--- config.mk ---
export PLATFORM = sky130hd
export DESIGN_NAME = lm32_trace_buf
export DESIGN_NICKNAME = d
export VERILOG_FILES = /design/src/rtl/lm32_trace_buf.sv
export SDC_FILE = /design/constraint.sdc
export NUM_CORES = 2
export LEC_CHECK = 0
export CELL_PAD_IN_SITES_DETAIL_PLACEMENT = 0
export CELL_PAD_IN_SITES_GLOBAL_PLACEMENT = 1
export CORE_MARGIN = 2
export CORE_UTILIZATION = 50
export CTS_BUF_LIST = sky130_fd_sc_hd__clkbuf_4 sky130_fd_sc_hd__clkbuf_8
export DETAILED_ROUTE_END_ITERATION = 12
export PLACE_DENSITY_LB_ADDON = 0.05
export SLEW_MARGIN = 20
export SYNTH_ARGS = -nofsm -noshare
export SYNTH_HDL_FRONTEND = slang
export SYNTH_SLANG_ARGS = --single-unit
--- constraint.sdc ---
create_clock -name clk_i -period 6.2 [get_ports clk_i]
set_input_delay 1.24 -clock clk_i [delete_from_list [all_inputs] [get_ports clk_i]]
set_output_delay 1.24 -clock clk_i [all_outputs]
set_load 0.02 [all_outputs]
--- src/rtl/lm32_trace_buf.sv ---
// Retired-instruction trace buffer for LM32: follows the instruction word from D to W
// and records {pc, instruction} of every retired, non-killed instruction into a circular RAM.
module lm32_trace_buf #(
  parameter int ADDR_WIDTH = 6
) (
  input  logic                  clk_i,
  input  logic                  rst_i,
  input  logic                  stall_x,
  input  logic                  stall_m,
  input  logic                  valid_w,
  input  logic                  kill_w,
  input  logic [31:0]           instruction_d,
  input  logic [29:0]           pc_w,
  input  logic [1:0]            mode_i,
  input  logic                  arm_i,
  input  logic                  trig_en_i,
  input  logic [29:0]           trig_pc_i,
  input  logic [ADDR_WIDTH-1:0] post_cnt_i,
  input  logic [ADDR_WIDTH-1:0] rd_addr_i,
  output logic [61:0]           rd_data_o,
  output logic [ADDR_WIDTH:0]   count_o,
  output logic                  wrapped_o,
  output logic                  triggered_o,
  output logic                  busy_o,
  output logic                  done_o
);

  localparam int DEPTH = 2 ** ADDR_WIDTH;
  localparam logic [ADDR_WIDTH:0]   FULL    = (ADDR_WIDTH + 1)'(DEPTH);
  localparam logic [ADDR_WIDTH:0]   FULL_M1 = (ADDR_WIDTH + 1)'(DEPTH - 1);
  localparam logic [ADDR_WIDTH-1:0] PTR_MAX = '1;
  localparam logic [ADDR_WIDTH-1:0] ONE     = ADDR_WIDTH'(1);
  localparam logic [1:0]            MODE_FILL = 2'd1;
  localparam logic [1:0]            MODE_WRAP = 2'd2;

  typedef enum logic [1:0] {
    ST_IDLE,
    ST_RUN,
    ST_POST,
    ST_DONE
  } state_e;

  state_e                state_q;
  logic [1:0]            mode_q;
  logic [ADDR_WIDTH-1:0] wr_ptr_q,    wr_ptr_d;
  logic [ADDR_WIDTH:0]   count_q,     count_d;
  logic                  wrapped_q,   wrapped_d;
  logic [ADDR_WIDTH-1:0] post_left_q, post_left_d;
  logic                  triggered_q;
  logic                  busy_q;
  logic                  done_q;

  logic [31:0] instruction_x_q;
  logic [31:0] instruction_m_q;
  logic [31:0] instruction_w_q;

  logic [61:0]           mem [DEPTH];
  logic [61:0]           rd_data_q;
  logic [ADDR_WIDTH-1:0] rd_phys;

  logic ret;
  logic capturing;
  logic mem_we;
  logic trig_hit;

  // Instruction word shadows the pipeline so it lines up with pc_w at W.
  // NOTE: sequential state uses <= so every stage samples pre-edge values; blocking
  // assignments here would let instruction_d fall straight through to W in one edge.
  always_ff @(posedge clk_i) begin
    if (rst_i) begin
      instruction_x_q <= '0;
      instruction_m_q <= '0;
      instruction_w_q <= '0;
    end else begin
      if (!stall_x) instruction_x_q <= instruction_d;
      if (!stall_m) instruction_m_q <= instruction_x_q;
      instruction_w_q <= instruction_m_q;
    end
  end

  assign ret       = valid_w & ~kill_w;
  assign capturing = (state_q == ST_RUN) || (state_q == ST_POST);
  assign mem_we    = ret & capturing & ~arm_i & ~rst_i;
  assign trig_hit  = trig_en_i && (pc_w == trig_pc_i);

  // NOTE: every signal written here is assigned on every path, so no latch is inferred.
  always_comb begin
    wr_ptr_d    = wr_ptr_q + ONE;
    count_d     = (count_q == FULL) ? count_q : count_q + 1'b1;
    wrapped_d   = wrapped_q | ((mode_q == MODE_WRAP) && (wr_ptr_q == PTR_MAX));
    post_left_d = post_left_q - ONE;
  end

  always_ff @(posedge clk_i) begin
    if (rst_i) begin
      state_q     <= ST_IDLE;
      mode_q      <= 2'd0;
      wr_ptr_q    <= '0;
      count_q     <= '0;
      wrapped_q   <= 1'b0;
      triggered_q <= 1'b0;
      post_left_q <= '0;
      busy_q      <= 1'b0;
      done_q      <= 1'b0;
    end else if (arm_i) begin
      mode_q      <= mode_i;
      wr_ptr_q    <= '0;
      count_q     <= '0;
      wrapped_q   <= 1'b0;
      triggered_q <= 1'b0;
      post_left_q <= post_cnt_i;
      done_q      <= 1'b0;
      if (mode_i == MODE_FILL || mode_i == MODE_WRAP) begin
        state_q <= ST_RUN;
        busy_q  <= 1'b1;
      end else begin
        state_q <= ST_IDLE;
        busy_q  <= 1'b0;
      end
    end else if (ret && capturing) begin
      wr_ptr_q  <= wr_ptr_d;
      count_q   <= count_d;
      wrapped_q <= wrapped_d;
      case (state_q)
        ST_RUN: begin
          if (mode_q == MODE_FILL) begin
            if (count_q == FULL_M1) begin
              state_q <= ST_DONE;
              busy_q  <= 1'b0;
              done_q  <= 1'b1;
            end
          end else if (trig_hit) begin
            triggered_q <= 1'b1;
            if (post_left_q == '0) begin
              state_q <= ST_DONE;
              busy_q  <= 1'b0;
              done_q  <= 1'b1;
            end else begin
              state_q <= ST_POST;
            end
          end
        end
        ST_POST: begin
          post_left_q <= post_left_d;
          if (post_left_q == ONE) begin
            state_q <= ST_DONE;
            busy_q  <= 1'b0;
            done_q  <= 1'b1;
          end
        end
        default: ;
      endcase
    end
  end

  // NOTE: the trace RAM is deliberately left out of reset so it maps onto block RAM;
  // only pointers and flags define which entries are meaningful.
  always_ff @(posedge clk_i) begin
    if (mem_we) mem[wr_ptr_q] <= {pc_w, instruction_w_q};
  end

  // Once wrapped, the oldest entry sits at the write pointer.
  assign rd_phys = (wrapped_q ? wr_ptr_q : '0) + rd_addr_i;

  always_ff @(posedge clk_i) begin
    if (rst_i) rd_data_q <= '0;
    else       rd_data_q <= mem[rd_phys];
  end

  assign rd_data_o   = rd_data_q;
  assign count_o     = count_q;
  assign wrapped_o   = wrapped_q;
  assign triggered_o = triggered_q;
  assign busy_o      = busy_q;
  assign done_o      = done_q;

endmodule
==> results.toml <==
[synthesis]
seq_area_frac_synth = 0.775
synthArstFlopShare = 0
avgSynthCellArea_um2 = 20.2
syn_area_um2 = 159000
ys_warn_count = 0
ys_seq_elements = 4153
syn_inst = 7863
synth_cell_type_count = 54
syn_nets = 7990
synth_edf_count = 3968
ys.flop_type = "edfxtp_1"

[timing]
rsz0062_at_grt = "no"
relSlewSlack = 0.157
fmax_mhz = 241
setup_tns_ns = 0
finalHoldViolations = 0
post-route-min-period_ns = 4.16
finClkSkew_ns = 0.0756
slew_violations = 0
finalSetupViolCount = 0
worstMarginPinSlew_ns = 1.26
hold_ws_ns = 0.492
period_share = 0.670

[drt]
via_per_inst = 6.38
wl_per_cell_um = 37.1
drc_errors = 0
drt.antenna.violating_nets = 0
drt-total-wl_um = 496000
drt_iter0_drc = 11545
vias = 85322
first_pass_iters = 6

[cts]
max-clock-path-buffers = 4
postCtsHoldBufs = 0
post_cts_buffers = 0
cts_resized = 0
cts_root_buf = "clkbuf_8"
cts_tree = "done"
cts_buffers = 677
clk_pin_slew_ns = 0.06
htreeDepth = 6
cts.sinks = 4153
clock_latency_ns = 1.23

[floorplanning]
row_count = 206
dieHeight_um = 567
die_x_um = 567
die_area_um2 = 322000
start_util = 0.503
num_io_pins = 187
coreArea_um2 = 315000

[worst_setup_path]
r2r_setup_slack_ns = 2.04
startpoint_type = "flop"
arrival_ns = 5.21
startpoint = "wrapped_o"
cp_data_required_time_ns = 7.25
r2r_cells = 12
timing.rr.start = "wrapped_o"
crit_fanout = 48
path_class = "flop to flop"
timing.rr.end = "rd_data_o[18]"
critPathCaptureType = "flop"
critPathCapture = "rd_data_o[18]"

[placed_design]
place_congestion = 0.785
dp_hpwl_um = 255000
port_buffers = 186
placed_area_um2 = 169000

[global_route]
overflow = 0
grt_pass1_vias = 85697
grt_max_degree = 94
grt_first_pass_wirelength_um = 684000
grt_antenna_before_repair = 33
grt_usage = 0.308

[status]
status = "complete, no violations"

[final_layout]
layout.nets = 8767
fillers = 23582
multi_input_area_um2 = 34300
drive_gt1_frac = 0.284
area_growth_syn_to_layout_pct = 15.2
postLayoutCellArea_um2 = 183000
register_area_um2 = 123000

[power_and_ir_drop]
p_leak_nw = 56.5
fin_total_pwr_mw = 57.0
vdd_ir_drop_max_uv = 238
powerDensity_nw_per_um2 = 312

[worst_hold_path]
worstHoldPathType = "flop to flop"
hp-start = "instruction_m_q[11]"

[job]
drv_cap = 0
==> cells in the final DEF (no fill, tap or decap), types with 12 or more instances in the layout <==
master / instances
nand4_1: 198
edfxtp_1: 3968
mux2i_1: 70
inv_8: 14
clkinv_1: 129
inv_1: 16
buf_4: 217
clkinv_2: 61
clkdlybuf4s50_1: 153
buf_2: 18
dfxtp_2: 16
o211ai_1: 125
nand3_1: 13
inv_6: 13
dfxtp_1: 153
clkbuf_8: 740
o21bai_1: 124
diode_2: 21
clkbuf_4: 248
mux4_2: 992
dfxtp_4: 16
nor2b_1: 29
buf_12: 158
clkinvlp_4: 12
xnor2_1: 37
nor2_1: 97
nor2_4: 66
nand2_1: 1130
a21oi_1: 260
==> synthesized netlist by cell type, types with 37 or more instances <==
master    instances  area [um2]
clkbuf_1        255         957
buf_1            70         263
xnor2_1          37         324
buf_2           118         591
edfxtp_1       3968      119000
o211ai_1        125         938
dfxtp_1         185        3700
nand4_1         198        1240
o21bai_1        124         931
a21oi_1         260        1300
mux4_2          992       22300
nor2_1          162         608
mux2i_1          70         701
nand2_1        1130        4240
==> logic make-up after synthesis <==
kind of cell	Yosys count	share of synthesized area
buffers and inverters	466	0.0123
muxes	1062	0.145
AOI/OAI and AO/OA	536	0.0213
adders and majority gates	13	0.00107
DFF	4153	0.775
xor gates and xnor gates	48	0.00270
and+or+nand+nor	1585	0.0422
==> sequential cells by signal (all words and copies together) (netlist names) <==
signal	flops
busy_o	1
mode_q	2
instruction_x_q	32
mem	3968
instruction_w_q	32
state_q	2
triggered_o	1
rd_data_o	62
wrapped_o	1
post_left_q	6
instruction_m_q	32
done_o	1
wr_ptr_q	6
count_o	7
==> worst min path at each step <==
stage                                to  slack [ns]  cells after the start
floorplan            instruction_w_q[0]        0.44                      1
global route                mem[41][60]        0.50                      1
global placement            triggered_o        0.47                      1
finish              instruction_m_q[11]        0.49                      2
CTS                         mem[41][58]        0.43                      1
detailed placement          triggered_o        0.47                      1
==> where the power goes <==
part | total, mW | switching (mW) | internal, mW
registers | 30.8 | 0.155 | 30.6
logic | 2.40 | 1.46 | 0.937
clock network | 23.8 | 11.0 | 12.8
total | 57.0 | 12.6 | 44.3
==> worst max-delay path, cell delays in order (launching register included) <==
cell and delay [ns]:
dfxtp_1 0.52, and2_1 0.23, ha_4 0.14, inv_1 0.05, fa_4 1.09, buf_12 0.27, buf_12 0.29, buf_12 0.34
mux4_2 0.36, nand2_1 0.08, nand2_1 0.09, o211ai_1 0.32, nand4_1 0.15
==> per-layer routing <==
| metal | track usage | vias up | part of all wire |
|---|---|---|---|
| met5 | 0 | - | 0.00036 |
| met4 | 0.0782 | 26 | 0.025 |
| met3 | 0.0549 | 721 | 0.092 |
| met2 | 0.481 | 4367 | 0.47 |
| met1 | 0.454 | 46617 | 0.41 |
| li1 | - | 33591 | - |
==> cell type report <==
type                    count  share of cell area
diodes                     21            0.000288
clock buffers             988              0.0660
clock inverters           244             0.00809
inverters                  16            0.000329
multi-input cells        3244               0.188
flip-flops and latches   4153               0.673
well taps                4160              0.0285
repair buffers            548              0.0354
==> stage by stage <==
| stage | cells | worst slack (ns) | utilization |
|---|---|---|---|
| floorplan | 7863 | 0.738 | - |
| global placement | 12117 | 1.08 | 0.536 |
| detailed placement | 12120 | 1.04 | 0.536 |
| CTS | 13352 | 2.06 | 0.579 |
| global route | 13359 | 1.96 | 0.579 |
| finish | 13374 | 2.04 | 0.579 |
No activity file was read; power rests on OpenSTA's default activity.
